===== config.mk =====
export PLATFORM = sky130hd
export DESIGN_NAME = jtag_cmd_sequencer
export DESIGN_NICKNAME = d
export VERILOG_FILES = /design/src/rtl/jtag_cmd_pkg.sv /design/src/rtl/jtag_cmd_timer.sv /design/src/rtl/jtag_cmd_sequencer.sv
export SDC_FILE = /design/constraint.sdc
export NUM_CORES = 1
export LEC_CHECK = 0
export CAP_MARGIN = 10
export CORE_MARGIN = 10
export CORE_UTILIZATION = 53
export DETAILED_ROUTE_END_ITERATION = 12
export GPL_TIMING_DRIVEN = 1
export PLACE_DENSITY = 0.83
export SYNTH_ARGS = -nofsm -noshare
export SYNTH_HDL_FRONTEND = slang
export SYNTH_SLANG_ARGS = --single-unit
export TNS_END_PERCENT = 100

===== constraint.sdc =====
create_clock -name tck -period 5.55 [get_ports tck]
set_clock_uncertainty 0.2 [all_clocks]
set_input_delay 1.11 -clock tck [delete_from_list [all_inputs] [get_ports tck]]
set_output_delay 1.11 -clock tck [all_outputs]
set_load 0.005 [all_outputs]

===== src/rtl/jtag_cmd_pkg.sv =====
// Shared opcodes, FSM encoding and status-word bit positions for the JTAG
// command sequencer.
package jtag_cmd_pkg;
  localparam logic [7:0] OP_NOP     = 8'h00;
  localparam logic [7:0] OP_SETADDR = 8'h01;
  localparam logic [7:0] OP_WRITE   = 8'h02;
  localparam logic [7:0] OP_READ    = 8'h03;
  localparam logic [7:0] OP_STATUS  = 8'h04;
  localparam logic [7:0] OP_CLRERR  = 8'h05;
  localparam logic [7:0] OP_SETINC  = 8'h06;

  typedef enum logic {ST_IDLE = 1'b0, ST_BUS = 1'b1} state_t;

  localparam int STAT_BUSY       = 0;
  localparam int STAT_BUSERR     = 1;
  localparam int STAT_TIMEOUT    = 2;
  localparam int STAT_OVERRUN    = 3;
  localparam int STAT_BADOP      = 4;
  localparam int STAT_AUTOINC    = 5;
  localparam int STAT_LASTOP_LSB = 8;
endpackage


===== src/rtl/jtag_cmd_timer.sv =====
// Per-transaction cycle counter; saturates at TIMEOUT-1, which is also the
// expiry flag, so it can never wrap.
module jtag_cmd_timer #(
  parameter  int TIMEOUT = 255,
  localparam int CW      = $clog2(TIMEOUT + 1)
) (
  input  logic tck,
  input  logic trst,
  input  logic i_clr,
  input  logic i_inc,
  output logic o_expired
);
  logic [CW-1:0] r_cnt;

  assign o_expired = (r_cnt == CW'(TIMEOUT - 1));

  always_ff @(posedge tck or negedge trst) begin
    if (!trst)                     r_cnt <= '0;
    else if (i_clr)                r_cnt <= '0;
    else if (i_inc && !o_expired)  r_cnt <= r_cnt + CW'(1);
  end
endmodule


===== src/rtl/jtag_cmd_sequencer.sv =====
// Turns TAP user-opcode strobes into valid/ready bus transactions with an
// auto-incrementing address pointer, per-transaction timeout and status word.
module jtag_cmd_sequencer
  import jtag_cmd_pkg::*;
#(
  parameter int ADDR_W   = 32,
  parameter int DATA_W   = 32,
  parameter int OP_W     = 8,
  parameter int INC_STEP = 4,
  parameter int TIMEOUT  = 255
) (
  input  logic              tck,
  input  logic              trst,
  input  logic [OP_W-1:0]   op_in,
  input  logic              op_strobe,
  input  logic [DATA_W-1:0] wdata_in,
  output logic [DATA_W-1:0] rdata_out,
  output logic              busy,
  output logic              bus_valid,
  output logic              bus_write,
  output logic [ADDR_W-1:0] bus_addr,
  output logic [DATA_W-1:0] bus_wdata,
  input  logic              bus_ready,
  input  logic [DATA_W-1:0] bus_rdata,
  input  logic              bus_err
);
  state_t             r_state, w_state_nxt;
  logic               r_strobe_q;
  logic [ADDR_W-1:0]  r_addr, r_bus_addr;
  logic [DATA_W-1:0]  r_bus_wdata, r_rdata;
  logic [OP_W-1:0]    r_last_op;
  logic               r_bus_write, r_autoinc;
  logic               r_buserr, r_timeout, r_overrun, r_badop;
  logic               w_cmd, w_is_bus, w_exec, w_ovr;
  logic               w_launch, w_done, w_abort, w_tinc, w_expired;
  logic [DATA_W-1:0]  w_status;

  assign w_cmd    = op_strobe & ~r_strobe_q;
  assign w_is_bus = (op_in == OP_W'(OP_WRITE)) || (op_in == OP_W'(OP_READ));
  assign w_exec   = w_cmd && (r_state == ST_IDLE) && !w_is_bus;
  assign w_ovr    = w_cmd && (r_state == ST_BUS);

  // Valid is decoded from state so an async reset drops it immediately.
  assign bus_valid = (r_state == ST_BUS);
  assign busy      = (r_state == ST_BUS);
  assign bus_write = r_bus_write;
  assign bus_addr  = r_bus_addr;
  assign bus_wdata = r_bus_wdata;
  assign rdata_out = r_rdata;

  jtag_cmd_timer #(.TIMEOUT(TIMEOUT)) u_timer (
    .tck       (tck),
    .trst      (trst),
    .i_clr     (w_launch),
    .i_inc     (w_tinc),
    .o_expired (w_expired)
  );

  always_comb begin
    w_status                           = '0;
    w_status[STAT_BUSY]                = busy;
    w_status[STAT_BUSERR]              = r_buserr;
    w_status[STAT_TIMEOUT]             = r_timeout;
    w_status[STAT_OVERRUN]             = r_overrun;
    w_status[STAT_BADOP]               = r_badop;
    w_status[STAT_AUTOINC]             = r_autoinc;
    w_status[STAT_LASTOP_LSB +: 8]     = r_last_op[7:0];
  end

  always_comb begin
    w_state_nxt = r_state;
    w_launch    = 1'b0;
    w_done      = 1'b0;
    w_abort     = 1'b0;
    w_tinc      = 1'b0;
    case (r_state)
      ST_IDLE: if (w_cmd && w_is_bus) begin
        w_launch    = 1'b1;
        w_state_nxt = ST_BUS;
      end
      ST_BUS: begin
        if (bus_ready) begin
          w_done      = 1'b1;
          w_state_nxt = ST_IDLE;
        end else if (w_expired) begin
          w_abort     = 1'b1;
          w_state_nxt = ST_IDLE;
        end else begin
          w_tinc      = 1'b1;
        end
      end
      default: w_state_nxt = ST_IDLE;
    endcase
  end

  always_ff @(posedge tck or negedge trst) begin
    if (!trst) r_state <= ST_IDLE;
    else       r_state <= w_state_nxt;
  end

  always_ff @(posedge tck or negedge trst) begin
    if (!trst) begin
      r_strobe_q  <= 1'b0;
      r_last_op   <= '0;
      r_addr      <= '0;
      r_bus_addr  <= '0;
      r_bus_wdata <= '0;
      r_bus_write <= 1'b0;
      r_rdata     <= '0;
      r_autoinc   <= 1'b0;
      r_buserr    <= 1'b0;
      r_timeout   <= 1'b0;
      r_overrun   <= 1'b0;
      r_badop     <= 1'b0;
    end else begin
      r_strobe_q <= op_strobe;
      if (w_cmd) r_last_op <= op_in;
      if (w_launch) begin
        r_bus_addr  <= r_addr;
        r_bus_wdata <= wdata_in;
        r_bus_write <= (op_in == OP_W'(OP_WRITE));
      end
      if (w_exec) begin
        case (op_in)
          OP_W'(OP_NOP):     ;
          OP_W'(OP_SETADDR): r_addr    <= wdata_in[ADDR_W-1:0];
          OP_W'(OP_STATUS):  r_rdata   <= w_status;
          OP_W'(OP_SETINC):  r_autoinc <= wdata_in[0];
          OP_W'(OP_CLRERR): begin
            r_buserr  <= 1'b0;
            r_timeout <= 1'b0;
            r_overrun <= 1'b0;
            r_badop   <= 1'b0;
          end
          default:           r_badop   <= 1'b1;
        endcase
      end
      if (w_ovr) r_overrun <= 1'b1;
      if (w_done) begin
        if (!r_bus_write) r_rdata <= bus_rdata;
        // An errored transfer leaves the pointer where it was so it can be retried.
        if (bus_err)        r_buserr <= 1'b1;
        else if (r_autoinc) r_addr   <= r_addr + ADDR_W'(INC_STEP);
      end
      if (w_abort) r_timeout <= 1'b1;
    end
  end
endmodule


## Yosys cells after proc, flatten, opt, wreduce, memory -nomap -nowiden

Index checks and enable logic that the tools add are counted.

| storage, ports and cells | value |
|---|---|
| ROM bits | 0 |
| bits in registers | 152 |
| memories | 0 |
| bits of input ports | 77 |
| bits in latches | 0 |
| bits in writable memories | 0 |
| output and inout port bits | 99 |

| cells by class | value |
|---|---|
| shifts and indexed selects | 0 |
| order comparisons | 0 |
| reduce and logical (&&, ||, !) cells | 19 |
| divide/modulo/power cells | 0 |
| bitwise logic cells | 4 |
| multiply operators | 0 |
| equality and inequality tests | 7 |
| add/sub/neg operators | 2 |
| multiplexer cells | 31 |

Operators by type and width:

| operator | number |
|---|---|
| 32-bit 2-to-1 mux | 9 |
| 32-bit by 3-bit adder with 32-bit output (second input constant) | 1 |
| 8-bit by 3-bit == test with 1-bit output (second input constant) | 3 |
| 1-bit 2-to-1 mux | 18 |
| 8-bit by 2-bit == test with 1-bit output (second input constant) | 2 |
| 8-bit 2-to-1 mux | 2 |
| 2-bit nonzero test | 5 |
| 8-bit by 1-bit adder with 8-bit output (second input constant) | 1 |
| 8-bit by 1-bit == test with 1-bit output (second input constant) | 1 |
| 8-bit == test (second input constant) | 1 |
| 8-bit zero test | 1 |
| 2-bit AND reduction | 4 |
| 1-bit logical AND | 5 |
| 1-bit case mux with 2 select lines | 2 |
| 4-bit OR reduction | 1 |
| 1-bit inverter | 3 |
| 1-bit zero test | 2 |
| 1-bit bitwise AND | 1 |
| 1-bit logical OR | 1 |

## Depth between registers and ports, before layout

| depth | value |
|---|---|
| word-level depth | 8 |
| gate-level depth with buffers | 8 |
| gate-level depth less buffers | 7 |

## Modules after synthesis

Synthesis repeated with hierarchy kept, for this count alone.

| second synthesis, totals | value |
|---|---|
| cell total of the unflattened synthesis | 651 |
| area, all modules | 6820.3 µm² |

Modules (own cells, without submodules):

| module | cells an instance | instances | seq. area each (µm²) | area an instance (µm²) |
|---|---|---|---|---|
| jtag_cmd_sequencer | 598 | 1 | 3603.5 | 6324.8 |
| jtag_cmd_timer | 53 | 1 | 200.2 | 495.5 |

## Worst setup path before layout

No wires, ideal clock.

| path | value |
|---|---|
| path type | input to register |
| start | in op_in[6] |
| end | reg r_bus_addr[13] (netlist: bus_addr[13]) |
| setup slack | 2.452 ns |
| stages | 7 |
| arrival | 2.773 ns |
| data required time | 5.225 ns |
| cell sequence | or4_1 clkbuf_1 nor3_2 nand3b_1 buf_2 buf_6 mux2_2 |

| on the way | value |
|---|---|
| word-level cells in the longest chain between the ends | 5 |

RTL lines:

| item | line | RTL |
|---|---|---|
| from (decl) | jtag_cmd_sequencer.sv:14 | `input logic [OP_W-1:0] op_in,` |
| 8-bit by 2-bit == test with 1-bit output | jtag_cmd_sequencer.sv:39 | `assign w_is_bus = (op_in == OP_W'(OP_WRITE)) \|\| (op_in == OP_W'(OP_READ));` |
| 1-bit logical OR (*) | jtag_cmd_sequencer.sv:39 |  |
| 1-bit logical AND (*) | jtag_cmd_sequencer.sv:77 | `ST_IDLE: if (w_cmd && w_is_bus) begin` |
| 1-bit 2-to-1 mux (*) | jtag_cmd_sequencer.sv:77 |  |
| 1-bit 2-to-1 mux (*) | jtag_cmd_sequencer.sv:76 | `case (r_state)` |
| to (signal assigned) | jtag_cmd_sequencer.sv:119 | `r_bus_addr <= r_addr;` |
| to (decl) | jtag_cmd_sequencer.sv:29 | `logic [ADDR_W-1:0] r_addr, r_bus_addr;` |

Mark *: on every way between the ends. The rest lies on a longest branch, timed or not.
A chain may end at the register's enable or synchronous reset.

## Final worst setup path

| path | value |
|---|---|
| start | in op_strobe |
| end | reg r_rdata[25] (netlist: rdata_out[25]) |

| on the way | value |
|---|---|
| word-level cells in the longest chain between the ends | 6 |

RTL lines:

| item | line | RTL |
|---|---|---|
| from (decl) | jtag_cmd_sequencer.sv:15 | `input logic op_strobe,` |
| 1-bit bitwise AND (*) | jtag_cmd_sequencer.sv:38 | `assign w_cmd = op_strobe & ~r_strobe_q;` |
| 1-bit logical AND (*) (2 in series) | jtag_cmd_sequencer.sv:40 | `assign w_exec = w_cmd && (r_state == ST_IDLE) && !w_is_bus;` |
| 32-bit 2-to-1 mux (*) | jtag_cmd_sequencer.sv:123 | `if (w_exec) begin` |
| 32-bit 2-to-1 mux | jtag_cmd_sequencer.sv:140 | `if (!r_bus_write) r_rdata <= bus_rdata;` |
| 32-bit 2-to-1 mux (*) | jtag_cmd_sequencer.sv:139 | `if (w_done) begin` |
| to (signal assigned) | jtag_cmd_sequencer.sv:127 | `OP_W'(OP_STATUS): r_rdata <= w_status;` |
| to (signal assigned) | jtag_cmd_sequencer.sv:140 |  |
| to (decl) | jtag_cmd_sequencer.sv:30 | `logic [DATA_W-1:0] r_bus_wdata, r_rdata;` |

Marked as above.

==> results.ini <==
[sta]
fin_tns_setup_ns = 0
tightestPinTransition_ns = 1.12
finalCritPeriodShare_pct = 65.4
finalSetupViolations = 0
min_period_ns = 3.63
fmax_ghz = 0.275
slew_violations = 0
rsz0062_at_grt = no
setup_ws_ns = 1.92
slew-limit-headroom_pct = 24.7
finalHoldViolations = 0

[routing]
drc = 0
wl_um = 18600
wl_per_cell_um = 19.8
first_pass_iters = 7
vias_per_cell = 5.72
ant_nets = 0
num_vias = 5371
drt_iter0_markers = 430

[cts]
clock_path_buffers = 2
cts_tree = built
post_cts_buffers = 0
cts.htree.levels = 4
hold_buffers = 0
numCtsBuffers = 17
path_clk_slew_ns = 0.06
cts_resized = 0
cts_root_buf = clkbuf_16
clock_latency_ns = 0.42
cts_sinks = 152

[grt]
antenna_found_initial = 0
track_usage_pct = 21.2
grt_pass1_wl_um = 30000
grt_max_degree = 111
grt_pass1_vias = 5482
grt_overflow = 0

[synthesis]
synth_compound_area_share_pct = 8.86
syn_nets = 667
synth_seq_cells = 152
yosys.area.top_type = dfrtp_1
yosys.area_share.adder_pct = 0.562
ys_seq_area_share_pct = 57.0
synth_area_leaders = dfrtp_1, mux2_2, nand2_1, o21ai_0, mux2i_1
yosys.area_share.simple_pct = 14.7
synth_mux_area_share_pct = 14.7
synth.avg_cell_area_um2 = 11.4
synth_top_area_share_pct = 57.0
synthesis.area_um2 = 6680
synth_edf_count = 0
ys_warn_count = 0
synth_top_family_by_area = simple AND/OR/NAND/NOR gates
synthCells = 587
synth_xor_area_share_pct = 1.05
synthDistinctLibCells = 52
synth_ff_type = dfrtp_1
synthArstFlopShare_pct = 100

[floorplan]
initial_core_util_pct = 54.9
core_um2 = 12200
die_y_um = 132
die_width_um = 132
die_area_um2 = 17500
ios = 176
rows = 40

[setup_path]
cp_max_fo = 19
startpoint_type = input port
worst-setup-path-type = in2reg
endpoint_kind = flop
worstPathRequired_ns = 5.64
r2r_end = rdata_out[25]
worstRegToRegCells = 5
rr_startpoint = bus_valid
rrSetupSlack_ns = 2.53
cp.arrival_ns = 3.72

[pwr]
peakVddDrop_mv = 0.160
p_leak_nw = 4.00
power_frac_comb_pct = 7.0
clockPowerShare_pct = 45.4
internal_power_mw = 1.94
pwr-share-seq_pct = 47.6
power_density_nw_per_um2 = 272
p_sw_mw = 0.531
swShare_pct = 21.5

[worst_hold_path]
worstHoldPathCells = 2
whs_endpoint = r_addr[1]
min-delay-start = r_addr[1]
hold_class = reg2reg

[place]
hpwlAfterDp_um = 13100
numPortBuffers = 175
preCtsSetupSlack_ns = 1.52
gp_congestion = 0.795

[status]
status = completed

[layout]
fin_nets = 838
area_growth_pct = 36.4
drive_gt1_share_pct = 16.2
fill_cells = 855
n_antenna_cell = 0

[run]
maxCapViolCount = 0

[power groups by stage]
stage | registers [mW] | logic (mW) | clock network [mW]
2_1_floorplan | 1.19 | 0.0471 | 0
3_3_place_gp | 1.19 | 0.170 | 0
3_5_place_dp | 1.20 | 0.175 | 0
4_1_cts | 1.18 | 0.177 | 1.14
5_1_grt | 1.18 | 0.190 | 1.18
6_report | 1.18 | 0.174 | 1.12
[through the flow]
| stage | area (µm²) | std cells | util, % | hold WS (ns) | power [mW] |
|---|---|---|---|---|---|
| 3_5_place_dp | 8540 | 907 | 70.2 | 0.273 | 1.37 |
| 4_1_cts | 9110 | 939 | 74.9 | 0.286 | 2.49 |
| 5_1_grt | 9110 | 939 | 74.9 | 0.323 | 2.56 |
| 2_1_floorplan | 6680 | 587 | - | 0.235 | 1.24 |
| 6_report | 9110 | 939 | 74.9 | 0.279 | 2.47 |
| 3_3_place_gp | 8540 | 907 | 70.2 | 0.251 | 1.36 |
[registers in the layout, summed over array words and instances, names as in the netlist]
name           count
r_autoinc          1
r_badop            1
r_addr            32
bus_wdata         32
rdata_out         32
r_buserr           1
bus_addr          32
bus_write          1
r_strobe_q         1
r_last_op          8
r_overrun          1
r_timeout          1
u_timer.r_cnt      8
bus_valid          1
[final cells by class]
cell class	count	area [µm²]	area share (%)
inverter	6	22.5	0.247
clock inverter	10	100	1.10
multi-input combinational	396	2670	29.3
sequential	152	3800	41.8
timing repair buffer	185	1830	20.1
tap	168	210	2.31
clock buffer	22	474	5.21
[worst max-delay path by stage]
stage	from	slack, ns	to
final	op_strobe	1.92	rdata_out[25]
after CTS	op_strobe	1.93	rdata_out[25]
after global placement	op_strobe	1.58	rdata_out[0]
after global routing	op_strobe	1.81	rdata_out[6]
after detailed placement	op_strobe	1.52	rdata_out[25]
after floorplan	op_in[6]	2.45	bus_addr[13]
[synth_stat cells (4+ instances only)]
library cell	number
buf_6	6
nand2_1	75
nand3_1	17
dfrtp_1	152
and3_1	5
and4_1	4
o22ai_1	5
nand4_1	16
a21oi_1	13
xnor2_1	5
mux2_2	73
o21a_1	4
clkbuf_1	22
o21ai_0	34
nor3_1	21
o21ai_1	11
nor2_1	37
inv_1	6
a211oi_1	9
mux2i_1	16
[cells by family (layout without fill, tap and decap cells)]
logic type / count (synthesis) / count (layout)
buf+inv: 39 / 223
fa+ha+maj: 3 / 3
flops: 152 / 152
xor+xnor: 8 / 8
simple gates: 200 / 200
compound gates: 96 / 96
mux: 89 / 89
[metal layers]
| metal | vias to the layer above | share of wire, % | global-route usage [%] |
|---|---|---|---|
| met5 | - | 0 | 0 |
| met4 | 0 | 1.6 | 7.27 |
| met3 | 29 | 7.0 | 6.36 |
| met2 | 214 | 51 | 35.6 |
| met1 | 2669 | 40 | 25.3 |
| li1 | 2459 | - | - |
[critical path, cell delays in order]
cell and delay (ns):
clkdlybuf4s50_1 0.49, or3b_4 0.43, or4b_4 0.54, nor3_4 0.66, buf_4 0.35, o21ai_0 0.14
[cells in the final DEF (no fill, tap or decap), drive strengths merged, types with 4 or more instances in the layout]
master         instances
a211oi                 9
a21oi                 13
and3                   5
and4                   4
buf                   11
clkbuf                22
clkdlybuf4s50        174
clkinv                 8
dfrtp                152
inv                    6
mux2                  73
mux2i                 16
nand2                 75
nand3                 17
nand4                 16
nor2                  38
nor3                  23
o21a                   4
o21ai                 45
o22ai                  5
xnor2                  5
Power figures use the tool's default switching activity.
